--- src/rtl/present_pkg.sv ---
// Shared definitions for the PRESENT wrapper bus master: register map,
// FSM state encoding and the per-state bus drive pattern.
package present_pkg;

    // Register map of the PRESENT wrapper
    localparam logic [3:0] ADDR_LOAD    = 4'h0;
    localparam logic [3:0] ADDR_KEY_LO  = 4'h1;
    localparam logic [3:0] ADDR_KEY_MID = 4'h2;
    localparam logic [3:0] ADDR_KEY_HI  = 4'h3;
    localparam logic [3:0] ADDR_DAT_LO  = 4'h4;
    localparam logic [3:0] ADDR_DAT_HI  = 4'h5;
    localparam logic [3:0] ADDR_RES_LO  = 4'h6;
    localparam logic [3:0] ADDR_RES_HI  = 4'h7;
    localparam logic [3:0] ADDR_CTRL    = 4'h8;

    typedef enum logic [3:0] {
        S_IDLE   = 4'd0,
        S_WR_K3  = 4'd1,
        S_WR_K2  = 4'd2,
        S_WR_K1  = 4'd3,
        S_WR_CTL = 4'd4,
        S_WR_DHI = 4'd5,
        S_WR_DLO = 4'd6,
        S_WR_LD  = 4'd7,
        S_CLR_LD = 4'd8,
        S_WAIT   = 4'd9,
        S_RD_HI  = 4'd10,
        S_RD_LO  = 4'd11,
        S_CAP    = 4'd12,
        S_OUT    = 4'd13
    } state_t;

    typedef struct packed {
        logic        cs_n;
        logic        write_n;
        logic        read_n;
        logic [3:0]  addr;
        logic [31:0] dat;
    } bus_t;

    // Bus pattern presented while the FSM sits in state s
    function automatic bus_t bus_for(input state_t s, input logic [79:0] key,
                                     input logic mode, input logic [63:0] blk);
        bus_t r;
        r.cs_n    = 1'b1;
        r.write_n = 1'b1;
        r.read_n  = 1'b1;
        r.addr    = ADDR_LOAD;
        r.dat     = 32'h0;
        case (s)
            S_WR_K3: begin
                r.cs_n = 1'b0; r.write_n = 1'b0; r.addr = ADDR_KEY_HI;  r.dat = key[79:48];
            end
            S_WR_K2: begin
                r.cs_n = 1'b0; r.write_n = 1'b0; r.addr = ADDR_KEY_MID; r.dat = key[47:16];
            end
            S_WR_K1: begin
                r.cs_n = 1'b0; r.write_n = 1'b0; r.addr = ADDR_KEY_LO;  r.dat = {16'h0, key[15:0]};
            end
            S_WR_CTL: begin
                r.cs_n = 1'b0; r.write_n = 1'b0; r.addr = ADDR_CTRL;    r.dat = {31'h0, mode};
            end
            S_WR_DHI: begin
                r.cs_n = 1'b0; r.write_n = 1'b0; r.addr = ADDR_DAT_HI;  r.dat = blk[63:32];
            end
            S_WR_DLO: begin
                r.cs_n = 1'b0; r.write_n = 1'b0; r.addr = ADDR_DAT_LO;  r.dat = blk[31:0];
            end
            S_WR_LD: begin
                r.cs_n = 1'b0; r.write_n = 1'b0; r.addr = ADDR_LOAD;    r.dat = 32'h1;
            end
            // Selected with neither strobe: the wrapper drops its load bit
            S_CLR_LD: begin
                r.cs_n = 1'b0;
            end
            S_RD_HI: begin
                r.cs_n = 1'b0; r.read_n = 1'b0; r.addr = ADDR_RES_HI;
            end
            S_RD_LO: begin
                r.cs_n = 1'b0; r.read_n = 1'b0; r.addr = ADDR_RES_LO;
            end
            default: ;
        endcase
        return r;
    endfunction

endpackage

--- src/rtl/present_block_feeder.sv ---
// Bus master in front of the PRESENT register wrapper. Takes one block
// (with key and mode) at a time, programs the wrapper, waits out the core
// latency, reads the result back and offers it over valid/ready.
// The key and control registers are only rewritten when they differ from
// what was last programmed.
//
// state    | meaning
// ---------+-------------------------------------------------
// IDLE     | ready for a new block
// WR_K3    | write key[79:48] to addr 3
// WR_K2    | write key[47:16] to addr 2
// WR_K1    | write key[15:0]  to addr 1
// WR_CTL   | write mode to addr 8, remember key/mode
// WR_DHI   | write block[63:32] to addr 5
// WR_DLO   | write block[31:0]  to addr 4
// WR_LD    | write 1 to addr 0, core load rises
// CLR_LD   | select without strobe, core load falls, arm wait
// WAIT     | count down the core latency
// RD_HI    | read addr 7
// RD_LO    | read addr 6, capture upper result word
// CAP      | capture lower result word, raise oValid
// OUT      | hold result until iReady
module present_block_feeder
    import present_pkg::*;
#(
    parameter int CORE_LATENCY = 34,
    parameter int WAIT_W       = 6
) (
    input  logic        clk,
    input  logic        iReset,
    input  logic        iValid,
    output logic        oReady,
    input  logic [63:0] iBlock,
    input  logic [79:0] iKey,
    input  logic        iMode,
    output logic        oValid,
    input  logic        iReady,
    output logic [63:0] oBlock,
    output logic        oChipselect_n,
    output logic        oWrite_n,
    output logic        oRead_n,
    output logic [3:0]  oAddress,
    output logic [31:0] oDat,
    input  logic [31:0] iDat
);

    localparam logic [WAIT_W-1:0] WAIT_LOAD = WAIT_W'(CORE_LATENCY - 1);

    state_t            state;
    state_t            state_next;
    bus_t              bus_next;
    logic [63:0]       blk;
    logic [79:0]       key;
    logic              mode;
    logic [79:0]       shadow_key;
    logic              shadow_mode;
    logic              key_loaded;
    logic [WAIT_W-1:0] wait_cnt;
    logic              accept;
    logic              need_key;
    logic [79:0]       key_src;
    logic [63:0]       blk_src;
    logic              mode_src;

    assign oReady   = (state == S_IDLE);
    assign accept   = iValid & oReady;
    assign need_key = !key_loaded || (iKey != shadow_key) || (iMode != shadow_mode);

    // The first write after accept is set up in IDLE, before the inputs are latched
    assign key_src  = oReady ? iKey   : key;
    assign blk_src  = oReady ? iBlock : blk;
    assign mode_src = oReady ? iMode  : mode;

    // Next-state decode and the registered bus pattern for that state
    always_comb begin
        state_next = state;
        case (state)
            S_IDLE:   if (accept) state_next = need_key ? S_WR_K3 : S_WR_DHI;
            S_WR_K3:  state_next = S_WR_K2;
            S_WR_K2:  state_next = S_WR_K1;
            S_WR_K1:  state_next = S_WR_CTL;
            S_WR_CTL: state_next = S_WR_DHI;
            S_WR_DHI: state_next = S_WR_DLO;
            S_WR_DLO: state_next = S_WR_LD;
            S_WR_LD:  state_next = S_CLR_LD;
            S_CLR_LD: state_next = S_WAIT;
            S_WAIT:   if (wait_cnt == '0) state_next = S_RD_HI;
            S_RD_HI:  state_next = S_RD_LO;
            S_RD_LO:  state_next = S_CAP;
            S_CAP:    state_next = S_OUT;
            S_OUT:    if (iReady) state_next = S_IDLE;
            default:  state_next = S_IDLE;
        endcase
        bus_next = bus_for(state_next, key_src, mode_src, blk_src);
    end

    // State register and registered bus outputs
    always_ff @(posedge clk or posedge iReset) begin
        if (iReset) begin
            state         <= S_IDLE;
            oChipselect_n <= 1'b1;
            oWrite_n      <= 1'b1;
            oRead_n       <= 1'b1;
            oAddress      <= 4'h0;
            oDat          <= 32'h0;
        end else begin
            state         <= state_next;
            oChipselect_n <= bus_next.cs_n;
            oWrite_n      <= bus_next.write_n;
            oRead_n       <= bus_next.read_n;
            oAddress      <= bus_next.addr;
            oDat          <= bus_next.dat;
        end
    end

    // Input latch, key shadow, wait counter and result capture
    always_ff @(posedge clk or posedge iReset) begin
        if (iReset) begin
            blk         <= 64'h0;
            key         <= 80'h0;
            mode        <= 1'b0;
            shadow_key  <= 80'h0;
            shadow_mode <= 1'b0;
            key_loaded  <= 1'b0;
            wait_cnt    <= '0;
            oBlock      <= 64'h0;
            oValid      <= 1'b0;
        end else begin
            if (accept) begin
                blk  <= iBlock;
                key  <= iKey;
                mode <= iMode;
            end
            if (state == S_WR_CTL) begin
                shadow_key  <= key;
                shadow_mode <= mode;
                key_loaded  <= 1'b1;
            end
            if (state == S_CLR_LD) begin
                wait_cnt <= WAIT_LOAD;
            end else if (state == S_WAIT) begin
                wait_cnt <= wait_cnt - WAIT_W'(1);
            end
            if (state == S_RD_LO) oBlock[63:32] <= iDat;
            if (state == S_CAP)   oBlock[31:0]  <= iDat;
            if (state == S_CAP) begin
                oValid <= 1'b1;
            end else if (state == S_OUT && iReady) begin
                oValid <= 1'b0;
            end
        end
    end

endmodule

--- config.mk ---
export PLATFORM = sky130hd
export DESIGN_NAME = present_block_feeder
export DESIGN_NICKNAME = d
export VERILOG_FILES = /design/src/rtl/present_pkg.sv /design/src/rtl/present_block_feeder.sv
export SDC_FILE = /design/constraint.sdc
export NUM_CORES = 1
export LEC_CHECK = 0
export CAP_MARGIN = 40
export CELL_PAD_IN_SITES_DETAIL_PLACEMENT = 1
export CELL_PAD_IN_SITES_GLOBAL_PLACEMENT = 2
export CORE_MARGIN = 2
export CORE_UTILIZATION = 40
export DETAILED_ROUTE_END_ITERATION = 7
export DONT_BUFFER_PORTS = 1
export MAX_ROUTING_LAYER = met4
export PLACE_DENSITY = 0.81
export SLEW_MARGIN = 0
export SYNTH_ARGS = -nofsm -noshare
export SYNTH_HDL_FRONTEND = slang
export SYNTH_SLANG_ARGS = --single-unit
export TNS_END_PERCENT = 10
--- constraint.sdc ---
create_clock -name clk -period 12.5 [get_ports clk]
set_input_delay 1.25 -clock clk [delete_from_list [all_inputs] [get_ports clk]]
set_output_delay 1.25 -clock clk [all_outputs]
set_load 0.1 [all_outputs]
==> impl_metrics.csv <==
group,metric,value,unit
detailed_routing,initialDrtViolationCount,586,
clock_tree,cts.reportedPaths.clkPinSlew,0.06,ns
synth,synth_seq_cells,341,
global_routing,antenna_found_initial,1,
run_status,status,"finished clean",
floorplan,ioPinCount,286,
detailed_routing,first_pass_iters,5,
floorplan,initial_core_util,40.4,%
finish,area_growth,24.3,%
clock_tree,cts_buffers,40,
floorplan,fp.dieH,199,um
timing,fin_crit,3.40,ns
global_routing,grt_pass1_wl,73.4,mm
detailed_routing,routed_wl,49.6,mm
setup_path,crit_type,"reg -> out",
setup_path,end_kind,"output pin",
floorplan,die-area,0.0394,mm2
finish,stdcell_area,0.0188,mm2
timing,hold_violations,0,
setup_path,cp.required,11.25,ns
timing,fin_tns_setup,0,ns
timing,slew_headroom,38.8,%
synth,synth.most_common_cell,"nand2_1",
finish,final_nets,1644,
placement,place_area,0.0172,mm2
flow_run,cap_violations,0,
synth,synth_edf_count,0,
setup_path,r2r_setup_slack,9.13,ns
setup_path,reg2reg_from,"state[1]",
clock_tree,cts-root-buf,"clkbuf_16",
synth,ys_warn_count,0,
timing,fmax,0.294,GHz
synth,synth_top_area_share,55.9,%
clock_tree,clk_latency,0.55,ns
power,p_total,6.29,mW
clock_tree,hold_buffers,0,
synth,ys_seq_area_share,56.4,%
power,ir_drop,167,uV
global_routing,grt_max_degree,84,
finish,fill_cells,3922,
detailed_routing,ant_nets,0,
power,p_leak,8.63,nW
global_routing,first_global_vias,11600,
timing,skew,0.0132,ns
synth,synthTopCellsByCount,"nand2_1 (462), dfrtp_1 (338), mux2_2 (161)",
synth,netlist_area,0.0151,mm2
synth,synth.distinct_cells,53,
detailed_routing,vias,10800,
floorplan,core.rowCount,71,
detailed_routing,wl_per_cell,24.7,um
clock_tree,clk_path_buf_depth,3,
worst_hold_path,hp-start,"blk[50]",
synth,yosysTopAreaCell,"dfrtp_1",
clock_tree,cts_sinks,341,
setup_path,crit_fanout,19,
synth,synth_flop_cell,"dfrtp_1",
timing,tightest_slew,0.917,ns
synth,synth_cells,1417,
setup_path,endpoint,"oReady",
finish,finalNonFillerCells,2003,
worst_hold_path,hp-class,"reg -> reg",
placement,port-buffer-count,0,
synth,async_flop_share,100,%
clock_tree,cts_setup_buffers,0,
clock_tree,h-tree-depth,2,
setup_path,crit_start,"state[1]",
placement,hpwlAfterDp,35.8,mm
setup_path,arrival,2.15,ns
global_routing,grt-ovfl-total,0,
timing,setup_viol,0,
clock_tree,cts_tree,"built",
setup_path,reg2reg_depth,7,
placement,place_congestion,0.850,
floorplan,die_w,199,um
synth,avgSynthCellArea,10.7,um2
clock_tree,cts_resized,0,
setup_path,worstReg2RegEnd,"oDat[5]",
finish,final_core_util,50.2,%
detailed_routing,via_per_inst,5.37,
timing,final_max_slew_viol_count,0,
placement,dpl.cell_count,1920,
power,p_per_area,334,mW/mm2
timing,rsz0062_at_grt,"false",
global_routing,grtUsageTotal,25.9,%
floorplan,fp.coreArea,0.0375,mm2
timing,period_share,27.2,%
finish,drive_gt1_share,22.9,%
synth,synth_area_leaders,"dfrtp_1 (56%), mux2_2 (12%), nand2_1 (11%), xnor2_1 (3.8%), a21oi_1 (1.4%)",
detailed_routing,drc_errors,0,
synth,syn-num-nets,1600,
setup_path,start_kind,"flip-flop",
-- worst min-delay path by stage --
| stage | slack, ns | endpoint | cells after the start |
|---|---|---|---|
| 3_3_place_gp | 0.45 | key_loaded | 1 |
| 5_1_grt | 0.50 | blk[51] | 2 |
| 4_1_cts | 0.48 | blk[32] | 2 |
| 6_report | 0.48 | blk[50] | 2 |
| 2_1_floorplan | 0.43 | key_loaded | 1 |
| 3_5_place_dp | 0.46 | blk[33] | 2 |
-- cells in the final DEF, fill, tap and decap left out, types with 15 or more instances in the layout --
master	synthesis	routed
dfrtp_1	338	337
nand2_1	462	461
mux2i_1	17	17
nand4_1	32	32
clkbuf_16	0	41
nor2_1	54	52
a21oi_1	41	41
buf_16	0	69
xnor2_1	66	66
mux2_2	161	161
o21ai_0	15	15
-- power breakdown --
group          internal [mW]  switching, mW
clock                  0.711          0.471
sequential              1.59          0.864
combinational           1.09           1.55
-- metal layers --
| layer | global-route usage, % | part of all wire [%] |
|---|---|---|
| met1 | 32.7 | 42 |
| met2 | 41.0 | 49 |
| met3 | 6.14 | 6.4 |
| met4 | 8.71 | 3.1 |
| met5 | - | 0 |
-- worst max-delay path: stages, from the launching register on --
cell and delay (ns):
dfrtp_1 0.58, or2_1 0.46, nor3_4 0.34, buf_16 0.22
-- registers in the layout, indices dropped and copies added (netlist names), 4 cells and up --
register / cells
oBlock: 64
oAddress: 4
state: 4
wait_cnt: 6
blk: 64
key: 80
shadow_key: 80
oDat: 32
-- through the flow --
| step | setup WS, ns | hold slack [ns] |
|---|---|---|
| 2_1_floorplan | 1.80 | 0.432 |
| 3_3_place_gp | 8.33 | 0.445 |
| 3_5_place_dp | 8.55 | 0.461 |
| 4_1_cts | 9.07 | 0.476 |
| 5_1_grt | 8.91 | 0.496 |
| 6_report | 9.10 | 0.475 |
-- layout make-up --
class | instances | area [um2] | area share [%]
clock inverters | 8 | 101 | 0.539
well taps | 511 | 639 | 3.40
diodes | 1 | 2.50 | 0.0133
inverters | 10 | 45.0 | 0.239
multi-input cells | 981 | 6160 | 32.7
clock buffers | 64 | 1220 | 6.50
flip-flops and latches | 341 | 8540 | 45.4
repair buffers | 87 | 2100 | 11.2
-- cells by family (layout without fill, tap and decap cells) --
group | after synthesis | count (layout) | synth area share [%]
AO/OA/AOI/OAI | 129 | 129 | 6.61
XOR/XNOR | 80 | 80 | 4.63
adder cells (fa/ha/maj) | 2 | 2 | 0.165
buffers and inverters | 95 | 169 | 3.13
flip-flops | 341 | 341 | 56.4
multiplexers | 178 | 178 | 13.1
other | 0 | 1 | 0
AND/OR/NAND/NOR | 592 | 592 | 16.0
(Power assumes the default switching activity.)
